$ cat src/rtl/ram_arb_pkg.sv
// Shared types for the two-requester RAM port arbiter: owner encoding,
// burst counter width and the per-requester request bundle.
`timescale 1ns/1ps
package ram_arb_pkg;

  localparam int ARB_DATA_W = 8;
  localparam int ARB_ADDR_W = 6;
  localparam int CNT_W      = 4;

  typedef enum logic [1:0] {
    OWN_NONE = 2'd0,
    OWN_A    = 2'd1,
    OWN_B    = 2'd2
  } owner_t;

  typedef struct packed {
    logic                  we;
    logic [ARB_ADDR_W-1:0] addr;
    logic [ARB_DATA_W-1:0] wdata;
  } req_bundle_t;

  function automatic owner_t other_side(input owner_t o);
    return (o == OWN_A) ? OWN_B : OWN_A;
  endfunction

endpackage

$ cat src/rtl/ram_arb_rr_sel.sv
// Combinational grant selector: lone requester wins, otherwise the owner keeps
// the port until its burst budget is spent; with no owner the pointer decides.
`timescale 1ns/1ps
module ram_arb_rr_sel
  import ram_arb_pkg::*;
#(
  parameter int MAX_BURST = 4
) (
  input  logic             req_a_i,
  input  logic             req_b_i,
  input  owner_t           owner_i,
  input  logic [CNT_W-1:0] count_i,
  input  owner_t           ptr_i,
  output logic             gnt_a_o,
  output logic             gnt_b_o
);

  localparam logic [CNT_W-1:0] MAX_CNT = CNT_W'(MAX_BURST);

  always_comb begin
    gnt_a_o = 1'b0;
    gnt_b_o = 1'b0;
    if (req_a_i && req_b_i) begin
      case (owner_i)
        OWN_A: begin
          if (count_i < MAX_CNT) gnt_a_o = 1'b1;
          else                   gnt_b_o = 1'b1;
        end
        OWN_B: begin
          if (count_i < MAX_CNT) gnt_b_o = 1'b1;
          else                   gnt_a_o = 1'b1;
        end
        default: begin
          if (ptr_i == OWN_B) gnt_b_o = 1'b1;
          else                gnt_a_o = 1'b1;
        end
      endcase
    end else begin
      gnt_a_o = req_a_i;
      gnt_b_o = req_b_i;
    end
  end

endmodule

$ cat src/rtl/ram_port_arbiter.sv
// Shares one single-port registered-read RAM between requesters A and B with
// round-robin, burst-bounded arbitration and a one-cycle read return path.
`timescale 1ns/1ps
module ram_port_arbiter
  import ram_arb_pkg::*;
#(
  parameter int DATA_W    = ARB_DATA_W,
  parameter int ADDR_W    = ARB_ADDR_W,
  parameter int MAX_BURST = 4
) (
  input  logic              clk,
  input  logic              rst_n,
  input  logic              req_a,
  input  logic              we_a,
  input  logic [ADDR_W-1:0] addr_a,
  input  logic [DATA_W-1:0] wdata_a,
  output logic              gnt_a,
  output logic              rvalid_a,
  output logic [DATA_W-1:0] rdata_a,
  input  logic              req_b,
  input  logic              we_b,
  input  logic [ADDR_W-1:0] addr_b,
  input  logic [DATA_W-1:0] wdata_b,
  output logic              gnt_b,
  output logic              rvalid_b,
  output logic [DATA_W-1:0] rdata_b,
  output logic              mem_en,
  output logic              mem_we,
  output logic [ADDR_W-1:0] mem_addr,
  output logic [DATA_W-1:0] mem_wdata,
  input  logic [DATA_W-1:0] mem_rdata
);

  localparam logic [CNT_W-1:0] MAX_CNT = CNT_W'(MAX_BURST);

  typedef struct packed {
    logic              we;
    logic [ADDR_W-1:0] addr;
    logic [DATA_W-1:0] wdata;
  } port_req_t;

  owner_t           owner_q, owner_d;
  owner_t           ptr_q, ptr_d;
  owner_t           xfer_owner;
  logic [CNT_W-1:0] cnt_q, cnt_d;
  logic             sel_a, sel_b;
  port_req_t        req_a_s, req_b_s, req_sel;

  ram_arb_rr_sel #(
    .MAX_BURST (MAX_BURST)
  ) u_sel (
    .req_a_i (req_a),
    .req_b_i (req_b),
    .owner_i (owner_q),
    .count_i (cnt_q),
    .ptr_i   (ptr_q),
    .gnt_a_o (sel_a),
    .gnt_b_o (sel_b)
  );

  // Grants are gated by reset so nothing reaches the RAM while rst_n is low.
  assign gnt_a = sel_a & rst_n;
  assign gnt_b = sel_b & rst_n;

  assign req_a_s   = {we_a, addr_a, wdata_a};
  assign req_b_s   = {we_b, addr_b, wdata_b};
  assign req_sel   = gnt_b ? req_b_s : req_a_s;
  assign mem_en    = gnt_a | gnt_b;
  assign mem_we    = mem_en & req_sel.we;
  assign mem_addr  = req_sel.addr;
  assign mem_wdata = req_sel.wdata;

  always_comb begin
    owner_d    = owner_q;
    cnt_d      = cnt_q;
    ptr_d      = ptr_q;
    xfer_owner = gnt_b ? OWN_B : OWN_A;
    if (mem_en) begin
      if (xfer_owner == owner_q) begin
        if (cnt_q < MAX_CNT) cnt_d = cnt_q + CNT_W'(1);
      end else begin
        owner_d = xfer_owner;
        cnt_d   = CNT_W'(1);
      end
      ptr_d = other_side(xfer_owner);
    end else begin
      owner_d = OWN_NONE;
      cnt_d   = '0;
    end
  end

  always_ff @(posedge clk or negedge rst_n) begin
    if (!rst_n) begin
      owner_q <= OWN_NONE;
      cnt_q   <= '0;
      ptr_q   <= OWN_A;
    end else begin
      owner_q <= owner_d;
      cnt_q   <= cnt_d;
      ptr_q   <= ptr_d;
    end
  end

  // Read return, one lane per requester (0 = A, 1 = B).
  logic [1:0]        rd_gnt;
  logic [1:0]        rvalid_vec;
  logic [DATA_W-1:0] rdata_vec [2];

  assign rd_gnt = {gnt_b & ~we_b, gnt_a & ~we_a};

  for (genvar gi = 0; gi < 2; gi++) begin : g_ret
    logic              rvalid_q;
    logic [DATA_W-1:0] hold_q;

    always_ff @(posedge clk or negedge rst_n) begin
      if (!rst_n) begin
        rvalid_q <= 1'b0;
        hold_q   <= '0;
      end else begin
        rvalid_q <= rd_gnt[gi];
        if (rvalid_q) hold_q <= mem_rdata;
      end
    end

    // The RAM output is live only in the return cycle, so it is passed
    // through then and the captured copy is presented afterwards.
    assign rvalid_vec[gi] = rvalid_q;
    assign rdata_vec[gi]  = rvalid_q ? mem_rdata : hold_q;
  end

  assign rvalid_a = rvalid_vec[0];
  assign rvalid_b = rvalid_vec[1];
  assign rdata_a  = rdata_vec[0];
  assign rdata_b  = rdata_vec[1];

endmodule
$ cat config.mk
export PLATFORM = sky130hd
export DESIGN_NAME = ram_port_arbiter
export DESIGN_NICKNAME = d
export VERILOG_FILES = /design/src/rtl/ram_arb_pkg.sv /design/src/rtl/ram_arb_rr_sel.sv /design/src/rtl/ram_port_arbiter.sv
export SDC_FILE = /design/constraint.sdc
export NUM_CORES = 1
export LEC_CHECK = 0
export CAP_MARGIN = 10
export CORE_MARGIN = 10
export CORE_UTILIZATION = 35
export DETAILED_ROUTE_END_ITERATION = 8
export DONT_BUFFER_PORTS = 1
export PLACE_DENSITY = 0.56
export SYNTH_ARGS = -nofsm -noshare
export SYNTH_HDL_FRONTEND = slang
export SYNTH_SLANG_ARGS = --single-unit
$ cat constraint.sdc
create_clock -name clk -period 4.4 [get_ports clk]
set_input_delay 0.66 -clock clk [delete_from_list [all_inputs] [get_ports clk]]
set_output_delay 0.66 -clock clk [all_outputs]
set_load 0.02 [all_outputs]
==> out/qor.yml, run 1 <==
outcome:
  status: "complete, no violations"
power:
  powerDensity_nw_per_um2: 512
  pwr-share-comb_pct: 31.8
  p_clk_share_pct: 26.0
  swShare_pct: 34.3
  power_switching_uw: 261
  peakVddDrop_mv: 0.142
  seqPwrFrac_pct: 42.2
  power_leakage_uw: 0.000675
  internal_power_uw: 499
synth:
  synth_enable_flop_cells: 0
  syn_area_um2: 1380
  synthArstFlopShare_pct: 100
  syn_area_per_cell_um2: 12.3
  synth_cell_type_count: 31
  netlist_instances: 112
  synth_nets: 157
  ys.flop_type: "dfrtp_1"
  yosys_register_bits: 26
  yosysWarningCount: 0
  yosysSeqAreaShare_pct: 47.3
worst_setup_path:
  path_cells: "inv_1 > ha_1 > inv_1 > nand4_2 > nand2_4 > clkinv_1 > o31ai_1"
  cpMaxStageDelayCell: "o31ai_1"
  critPathTopFamily: "compound AO/OA/AOI/OAI gates"
  slowest_delay_ns: 0.76
  crit_fanout: 19
  arrival_ns: 2.82
  crit_top_cell: "inv_1"
  cp.buffers_inverters: 3
  end_kind: "output port"
  path_class: "flop to output port"
  startpoint_type: "flop"
  crit_required_ns: 3.74
clock_tree:
  cts_num_sinks: 26
  cts-root-buf: "clkbuf_8"
  postCtsHoldBufs: 0
  cts-buffers-inserted: 3
  clkTransAtPathRegs_ns: 0.09
  cts.path.max_buffers: 2
  cts_setup_buffers: 0
  htreeDepth: 1
  clk_latency_ns: 0.27
  cts_tree: "built"
  cts_resized: 0
timing:
  drv_slew: 0
  finalCriticalPeriod_ns: 3.48
  slew_headroom_pct: 48.1
  final.setup.tns_ns: 0
  post-route-period-util_pct: 79.0
  hold_viol_final: 0
  finClkSkew_ns: 0.00400
  fmax_ghz: 0.288
  setup_violations: 0
  rsz0062_at_grt: "false"
  worst_slew_pin_slew_ns: 0.772
route:
  via_count: 885
  drt_iter0_markers: 84
  vias_per_cell: 5.53
  drc: 0
  firstDrtPassIters: 4
  drtAntennaViolNets: 0
  routed_wl_mm: 3.48
  wl_per_cell_um: 21.8
global_route:
  grt_util_all_layers_pct: 10.1
  grt_pass1_vias: 938
  antenna_found_initial: 0
  overflow: 0
  grt_pass1_wl_mm: 5.29
  grt_max_degree: 29
die:
  die_area_um2: 6850
  core_area_um2: 3740
  die_y_um: 82.7
  die_w_um: 82.7
  pin_count: 78
  initial_core_util_pct: 36.8
  rows: 22
finish:
  syn_to_final_growth_pct: 7.90
  final_cell_area_um2: 1490
  drive_above_1_share_pct: 35.7
  fillers: 381
  nets: 158
  layout_common_cells: "25 x mux2_2, 25 x dfrtp_1, 7 x inv_1, 6 x mux2_4, 5 x nand2_1"
  insertedDiodeCount: 0
placed_design:
  dpl-instance-area_um2: 1420
  numPortBuffers: 0
  gp_congestion: 0.765
  hpwl_mm: 2.85
min_path:
  hold_path_class: "input pin to async pin"
job:
  drv_cap: 0
path summary, 6_finish.rpt:
| check | start | end | slack [ns] | depth (start not counted) |
|---|---|---|---|---|
| max in group asynchronous | rst_n | ptr_q[0] | 4.15 | 0 |
| min in group clk | we_a | rvalid_a | 0.44 | 1 |
| worst max-delay path | owner_q[0] | mem_we | 0.92 | 7 |
| worst min-delay path | rst_n | g_ret[0].hold_q[4] | 0.07 | 0 |
| worst min register to register | ptr_q[0] | ptr_q[0] | 0.51 | 1 |
| worst max register to register | owner_q[0] | cnt_q[2] | 2.16 | 7 |
Yosys cell counts (2+ instances only):
| library cell | n | share of area (%) |
|---|---|---|
| nand3_1 | 3 | 1.1 |
| nor2_1 | 4 | 1.1 |
| o21ai_0 | 3 | 1.1 |
| dfrtp_1 | 25 | 45 |
| inv_1 | 7 | 1.9 |
| clkbuf_1 | 3 | 0.82 |
| mux2_2 | 25 | 20 |
| nand2_1 | 5 | 1.4 |
| nor2b_1 | 2 | 0.91 |
| mux2_4 | 6 | 6.5 |
| nand4_1 | 2 | 0.91 |
| and3_1 | 2 | 0.91 |
| ha_1 | 3 | 2.7 |
| a21oi_1 | 2 | 0.73 |
| o31ai_1 | 4 | 2.2 |
registers in the layout, summed over array words and instances, names as in the netlist:
signal / count
cnt_q: 4
owner_q: 2
g_ret.hold_q: 16
ptr_q: 2
rvalid_a: 1
rvalid_b: 1
final cells by class:
class / count / area [um^2] / area share, %
Inverter: 8 / 30.0 / 2.02
Clock buffer: 3 / 41.3 / 2.78
Tap cell: 48 / 60.1 / 4.04
Sequential cell: 26 / 652 / 43.9
Multi-Input combinational cell: 74 / 673 / 45.3
Clock inverter: 1 / 30.0 / 2.02
cell families after synthesis:
family | after synthesis | share of synthesized area, %
buffers and inverters | 12 | 3.81
multiplexers | 32 | 27.7
flip-flops | 26 | 47.3
adder cells (fa/ha/maj) | 3 | 2.73
AO/OA/AOI/OAI | 15 | 8.36
AND/OR/NAND/NOR | 24 | 10.1
worst register-to-register path, stage by stage (launching register included):
cell      delay [ns]
dfrtp_1         0.40
inv_1           0.06
ha_1            0.35
inv_1           0.11
nand4_2         0.19
nand2_4         0.29
clkinv_1        0.39
o31ai_1         0.36
through the flow:
step                      power, uW  hold WS, ns  setup slack (ns)  util, %  std cells
after floorplan                 538        0.364              1.67        -        112
after global placement          569        0.366              1.32     37.8        156
after detailed placement        574        0.366              1.21     37.8        156
after CTS                       774       0.0612             0.904     39.7        160
after global routing            804       0.0454             0.745     39.7        160
final                           760       0.0719             0.923     39.7        160
power by group through the flow:
stage / Combinational (uW) / Clock [uW] / Sequential (uW)
after floorplan: 221 / 0 / 318
after global placement: 244 / 0 / 324
after detailed placement: 247 / 0 / 327
after CTS: 248 / 205 / 322
after global routing: 259 / 217 / 328
final: 242 / 198 / 321
routing by layer:
| metal | vias up | track usage [%] | wire (um) | share of wire [%] |
|---|---|---|---|---|
| li1 | 401 | - | - | - |
| met1 | 433 | 10.3 | 1200 | 34 |
| met2 | 49 | 17.3 | 1820 | 52 |
| met3 | 2 | 5.62 | 427 | 12 |
| met4 | 0 | 3.51 | 35 | 1.0 |
| met5 | - | 0 | 0 | 0 |
Note: power is estimated with default switching activity, not from simulation.
==> run 2, diff against run 1 <==
Clock period 4.4 ns to 3.5 ns, I/O delays scaled along.
==> run 2 against run 1 <==
Compared with the run above: die area unchanged; cell area about the same; setup slack got worse by 0.51 ns; via count decreased by 2.5%; largest cell class unchanged; largest power group unchanged; highest routed layer unchanged.
==> out/qor.yml, run 2 (synthesized netlist as in run 1, its figures left out) <==
outcome:
  status: "complete, no violations"  # unchanged
power:
  seqPwrFrac_pct: 45.7  # was 42.2%
  internal_power_uw: 560  # was 499 uW
  p_clk_share_pct: 18.9  # was 26.0%
  pwr-share-comb_pct: 35.4  # was 31.8%
  swShare_pct: 36.8  # was 34.3%
  powerDensity_nw_per_um2: 595  # was 512 nW/um^2
  power_switching_uw: 326  # was 261 uW
  power_leakage_uw: 0.000676  # was 0.000675 uW
  peakVddDrop_mv: 0.322  # was 0.142 mV
global_route:
  grt_pass1_vias: 974  # was 938
  grt_max_degree: 26  # was 29
  grt_pass1_wl_mm: 5.46  # was 5.29 mm
  grt_util_all_layers_pct: 10.4  # was 10.1%
  overflow: 0  # unchanged
  antenna_found_initial: 0  # unchanged
finish:
  nets: 160  # was 158
  fillers: 371  # was 381
  insertedDiodeCount: 0  # unchanged
  largest_reg_flops: 16  # unchanged
  final_cell_area_um2: 1490  # about the same
  syn_to_final_growth_pct: 7.99  # was 7.90%
  drive_above_1_share_pct: 36.0  # was 35.7%
  layout_common_cells: "25 x mux2_2, 25 x dfrtp_1, 7 x inv_1, 6 x mux2_4, 5 x nand2_1"  # unchanged
  finalNonFillerCells: 162  # was 160
  largest-register: "g_ret.hold_q"  # unchanged
  reg.largest.list: "g_ret.hold_q: 16 flops, cnt_q: 4 flops"  # unchanged
worst_setup_path:
  r2r-start: "owner_q[0]"  # unchanged
  arrival_ns: 2.56  # was 2.82 ns
  crit_fanout: 19  # unchanged
  reg2reg_depth: 7  # unchanged
  reg2reg_to: "cnt_q[3]"  # was cnt_q[2]
  path_class: "flop to output port"  # unchanged
  crit_top_cell: "inv_1"  # unchanged
  cp.buffers_inverters: 4  # was 3
  cpMaxStageDelayCell: "dfrtp_1"  # was o31ai_1
  critPathTopFamily: "buffers and inverters"  # was compound AO/OA/AOI/OAI gates
  crit_required_ns: 2.97  # was 3.74 ns
  path_cells: "inv_1 > ha_1 > inv_1 > nand4_2 > nand2_4 > clkinv_1 > o31ai_1 > buf_4"  # was inv_1 > ha_1 > inv_1 > nand4_2 > nand2_4 > clkinv_1 > o31ai_1
  startpoint_type: "flop"  # unchanged
  startpoint: "owner_q[0]"  # unchanged
  ff2ff_setup_slack_ns: 1.29  # was 2.16 ns
  crit_cells: 8  # was 7
  slowest_delay_ns: 0.39  # was 0.76 ns
  end_kind: "output port"  # unchanged
clock_tree:
  clk_latency_ns: 0.26  # was 0.27 ns
  cts_resized: 0  # unchanged
  cts_setup_buffers: 0  # unchanged
  htreeDepth: 1  # unchanged
  cts_tree: "built"  # unchanged
  cts.path.max_buffers: 2  # unchanged
  cts_num_sinks: 26  # unchanged
  clkTransAtPathRegs_ns: 0.08  # was 0.09 ns
  cts-buffers-inserted: 3  # unchanged
  cts-root-buf: "clkbuf_8"  # unchanged
die:
  die_y_um: 82.7  # unchanged
  die_area_um2: 6850  # unchanged
  initial_core_util_pct: 36.8  # unchanged
  pin_count: 78  # unchanged
  die_w_um: 82.7  # unchanged
  rows: 22  # unchanged
  core_area_um2: 3740  # unchanged
route:
  firstDrtPassIters: 5  # was 4
  via_count: 863  # was 885
  wl_per_cell_um: 22.0  # was 21.8 um
  routed_wl_mm: 3.56  # was 3.48 mm
  drtAntennaViolNets: 0  # unchanged
  vias_per_cell: 5.33  # was 5.53
  drt_iter0_markers: 67  # was 84
  drc: 0  # unchanged
timing:
  worst_slew_pin_slew_ns: 0.583  # was 0.772 ns
  fmax_ghz: 0.324
  setup_violations: 0  # unchanged
  finClkSkew_ns: 0.00275  # was 0.00400 ns
  rsz0062_at_grt: "false"  # unchanged
  final.setup.tns_ns: 0  # unchanged
  drv_slew: 0  # unchanged
  hold_viol_final: 0  # unchanged
  slew_headroom_pct: 61.1  # was 48.1%
  setup_slack_ns: 0.416  # was 0.923 ns
  finalCriticalPeriod_ns: 3.08
  post-route-period-util_pct: 88.1
placed_design:
  dp.cells: 157  # was 156
  hpwl_mm: 2.91  # was 2.85 mm
  place_ws_ns: 0.695  # was 1.21 ns
  dpl-instance-area_um2: 1420  # about the same
  gp_congestion: 0.755  # was 0.765
  numPortBuffers: 0  # unchanged
min_path:
  hold_path_class: "input pin to async pin"  # unchanged
job:
  drv_cap: 0  # unchanged
==> run 2: worst max path at each step <==
stage / endpoint / slack [ns]
2_1_floorplan: mem_we / 0.90
6_report: mem_we / 0.42
3_3_place_gp: mem_we / 0.80
3_5_place_dp: mem_we / 0.69
5_1_grt: mem_we / 0.23
4_1_cts: mem_we / 0.38
==> run 2: cell type report <==
| class | count | area [um^2] | area share [%] |
|---|---|---|---|
| Clock buffer | 4 | 45.0 | 3.03 |
| Inverter | 8 | 30.0 | 2.02 |
| Multi-Input combinational cell | 74 | 673 | 45.2 |
| Sequential cell | 26 | 652 | 43.8 |
| Tap cell | 48 | 60.1 | 4.04 |
| Timing Repair Buffer | 2 | 27.5 | 1.85 |
==> run 2: metrics by stage <==
stage	utilization [%]	power, uW	hold slack [ns]
floorplan	-	677	0.229
global placement	38.0	716	0.231
detailed placement	38.0	726	0.231
CTS	39.7	904	0.0658
global route	39.7	940	0.0559
finish	39.7	886	0.0651
==> run 2: power groups by stage <==
| stage | logic (uW) | clock network [uW] | registers [uW] |
|---|---|---|---|
| 2_1_floorplan | 277 | 0 | 399 |
| 3_3_place_gp | 309 | 0 | 408 |
| 3_5_place_dp | 313 | 0 | 413 |
| 4_1_cts | 322 | 175 | 407 |
| 5_1_grt | 336 | 189 | 415 |
| 6_report | 314 | 167 | 405 |
==> run 2: what timing repair did <==
item | in CTS | in global routing
endpoints found under the setup margin | 0 | 0
hold buffers | 1 | 0
hold endpoints to repair | 25 | 0
==> run 2: per-layer routing <==
layer  routed length [um]  up-vias  GRT usage (%)  part of all wire [%]
met3                  345        2           5.18                   9.7
met4                   34        0           2.84                  0.95
li1                     -      399              -                     -
met2                 1880       34           17.4                    53
met5                    0        -              0                     0
met1                 1300      428           11.4                    36
==> run 3, diff against run 2 <==
Settings changed: CORE_UTILIZATION 35 to 60, PLACE_DENSITY 0.56 to 0.83, SKIP_LAST_GASP from default to 1.
==> run 3 against run 2 <==
Compared with the run above: sequential share of layout area grew 0.60 points; first-iteration DRC count shrank 21%; sequential power is essentially flat; combinational power is essentially flat; setup slack gained 0.12 ns; clock skew shrank 0.00075 ns; power grew 4.0%; critical path depth grew 1; critical endpoint unchanged.
==> out/qor.yml, run 3 (synthesized netlist as in run 1, its figures left out) <==
outcome:
  status: "complete, no violations"  # unchanged
timing:
  finClkSkew_ns: 0.00200  # was 0.00275 ns
  setup_violations: 0  # unchanged
  worst_slew_pin_slew_ns: 1.08  # was 0.583 ns
  drv_slew: 0  # unchanged
  setup_slack_ns: 0.536  # was 0.416 ns
  post-route-period-util_pct: 84.7  # was 88.1%
  slew_headroom_pct: 27.9  # was 61.1%
  hold_viol_final: 0  # unchanged
  finalCriticalPeriod_ns: 2.96  # was 3.08 ns
  rsz0062_at_grt: "false"  # unchanged
  final.setup.tns_ns: 0  # unchanged
  fmax_ghz: 0.337  # was 0.324 GHz
finish:
  final_cell_area_um2: 1470  # was 1490 um^2
  largest-register: "g_ret.hold_q"  # unchanged
  layout_common_cells: "25 x mux2_2, 25 x dfrtp_1, 7 x inv_1, 6 x mux2_4, 5 x nand2_1"  # unchanged
  reg.largest.list: "g_ret.hold_q: 16 flops, cnt_q: 4 flops"  # unchanged
  nets: 161  # was 160
  largest_reg_flops: 16  # unchanged
  insertedDiodeCount: 0  # unchanged
  syn_to_final_growth_pct: 6.54  # was 7.99%
  drive_above_1_share_pct: 36.5  # was 36.0%
worst_setup_path:
  path_class: "flop to output port"  # unchanged
  crit_required_ns: 2.97  # about the same
  crit_fanout: 19  # unchanged
  startpoint: "owner_q[0]"  # unchanged
  arrival_ns: 2.44  # was 2.56 ns
  end_kind: "output port"  # unchanged
  r2r-start: "owner_q[0]"  # unchanged
  startpoint_type: "flop"  # unchanged
clock_tree:
  htreeDepth: 1  # unchanged
  cts_num_sinks: 26  # unchanged
  cts-root-buf: "clkbuf_4"  # was clkbuf_8
  cts.path.max_buffers: 2  # unchanged
  cts_tree: "built"  # unchanged
  clk_latency_ns: 0.32  # was 0.26 ns
  cts-buffers-inserted: 3  # unchanged
  cts_setup_buffers: 0  # unchanged
  clkTransAtPathRegs_ns: 0.14  # was 0.08 ns
global_route:
  antenna_found_initial: 0  # unchanged
  grt_util_all_layers_pct: 15.1  # was 10.4%
  grt_pass1_wl_mm: 5.33  # was 5.46 mm
  overflow: 0  # unchanged
  grt_pass1_vias: 1001  # was 974
  grt_max_degree: 26  # unchanged
route:
  drt_iter0_markers: 53  # was 67
  routed_wl_mm: 3.44  # was 3.56 mm
  drtAntennaViolNets: 0  # unchanged
  drc: 0  # unchanged
  firstDrtPassIters: 4  # was 5
  wl_per_cell_um: 24.1  # was 22.0 um
  via_count: 908  # was 863
  vias_per_cell: 6.35  # was 5.33
die:
  rows: 17  # was 22
  initial_core_util_pct: 62.9  # was 36.8%
  die_area_um2: 4610  # was 6850 um^2
  core_area_um2: 2190  # was 3740 um^2
  pin_count: 78  # unchanged
  die_y_um: 67.9  # was 82.7 um
  die_w_um: 67.9  # was 82.7 um
placed_design:
  hpwl_mm: 2.72  # was 2.91 mm
  dpl-instance-area_um2: 1410  # was 1420 um^2
  place_ws_ns: 0.936  # was 0.695 ns
  gp_congestion: 0.876  # was 0.755
  numPortBuffers: 0  # unchanged
min_path:
  hold_path_class: "input pin to async pin"  # unchanged
power:
  powerDensity_nw_per_um2: 627  # was 595 nW/um^2
  power_uw: 921  # was 886 uW
  power_leakage_uw: 0.000682  # was 0.000676 uW
  peakVddDrop_mv: 0.489  # was 0.322 mV
job:
  drv_cap: 0  # unchanged
## run 3: cell count changes in the layout (fill, tap and decap cells not counted), sizes merged
cell,previous run,this run
dlygate4sd3,0,1
bufinv,0,1
clkbuf,4,3
## run 3: worst max-delay path, stage by stage, from the launching register on
cell and delay, ns:
dfrtp_1 0.41, inv_1 0.06, ha_1 0.35, inv_1 0.11, nand4_2 0.20, nand2_4 0.29
clkinv_1 0.09, buf_4 0.19, o31ai_1 0.22, buf_4 0.19
## run 3: timing repair
action	4_1_cts	5_1_grt
resized for setup	0	0
endpoints found under the hold margin	25	0
hold buffers	1	0
setup endpoints to repair	0	0
## run 3: cell type report
class / instances / area (um^2)
tap: 28 / 35.0
multi-input combinational: 74 / 673
timing repair buffer: 3 / 25.0
inverter: 8 / 30.0
fill: 160 / 723
sequential: 26 / 652
clock inverter: 1 / 30.0
clock buffer: 3 / 22.5
## run 3: final timing paths
path | depth (start not counted) | to | slack [ns]
min | 0 | ptr_q[0] | 0.02
min reg2reg | 1 | ptr_q[0] | 0.52
max reg2reg | 8 | cnt_q[2] | 1.41
max in group asynchronous | 1 | cnt_q[1] | 2.03
min in group clk | 1 | rvalid_a | 0.24
max | 9 | mem_we | 0.54
## run 3: power by group
part           switching [uW]  total [uW]  internal [uW]  leakage (uW)
sequential               28.8         405            376      0.000320
combinational             209         312            102      0.000334
clock                    88.7         205            116     0.0000279
## run 3: routing by layer
| layer | global-route usage (%) | up-vias | wire [um] |
|---|---|---|---|
| met1 | 15.6 | 440 | 1180 |
| met2 | 27.1 | 58 | 1830 |
| met3 | 6.53 | 4 | 408 |
| met5 | 0 | - | 0 |
| met4 | 5.03 | 0 | 29 |
| li1 | - | 406 | - |
## run 3: metrics by stage
stage               utilization [%]  instances  hold slack, ns
floorplan                         -        112           0.229
global placement               64.1        138           0.230
detailed placement             64.1        138           0.230
CTS                            67.0        143          0.0247
global route                   67.0        143         0.00440
finish                         67.0        143          0.0217
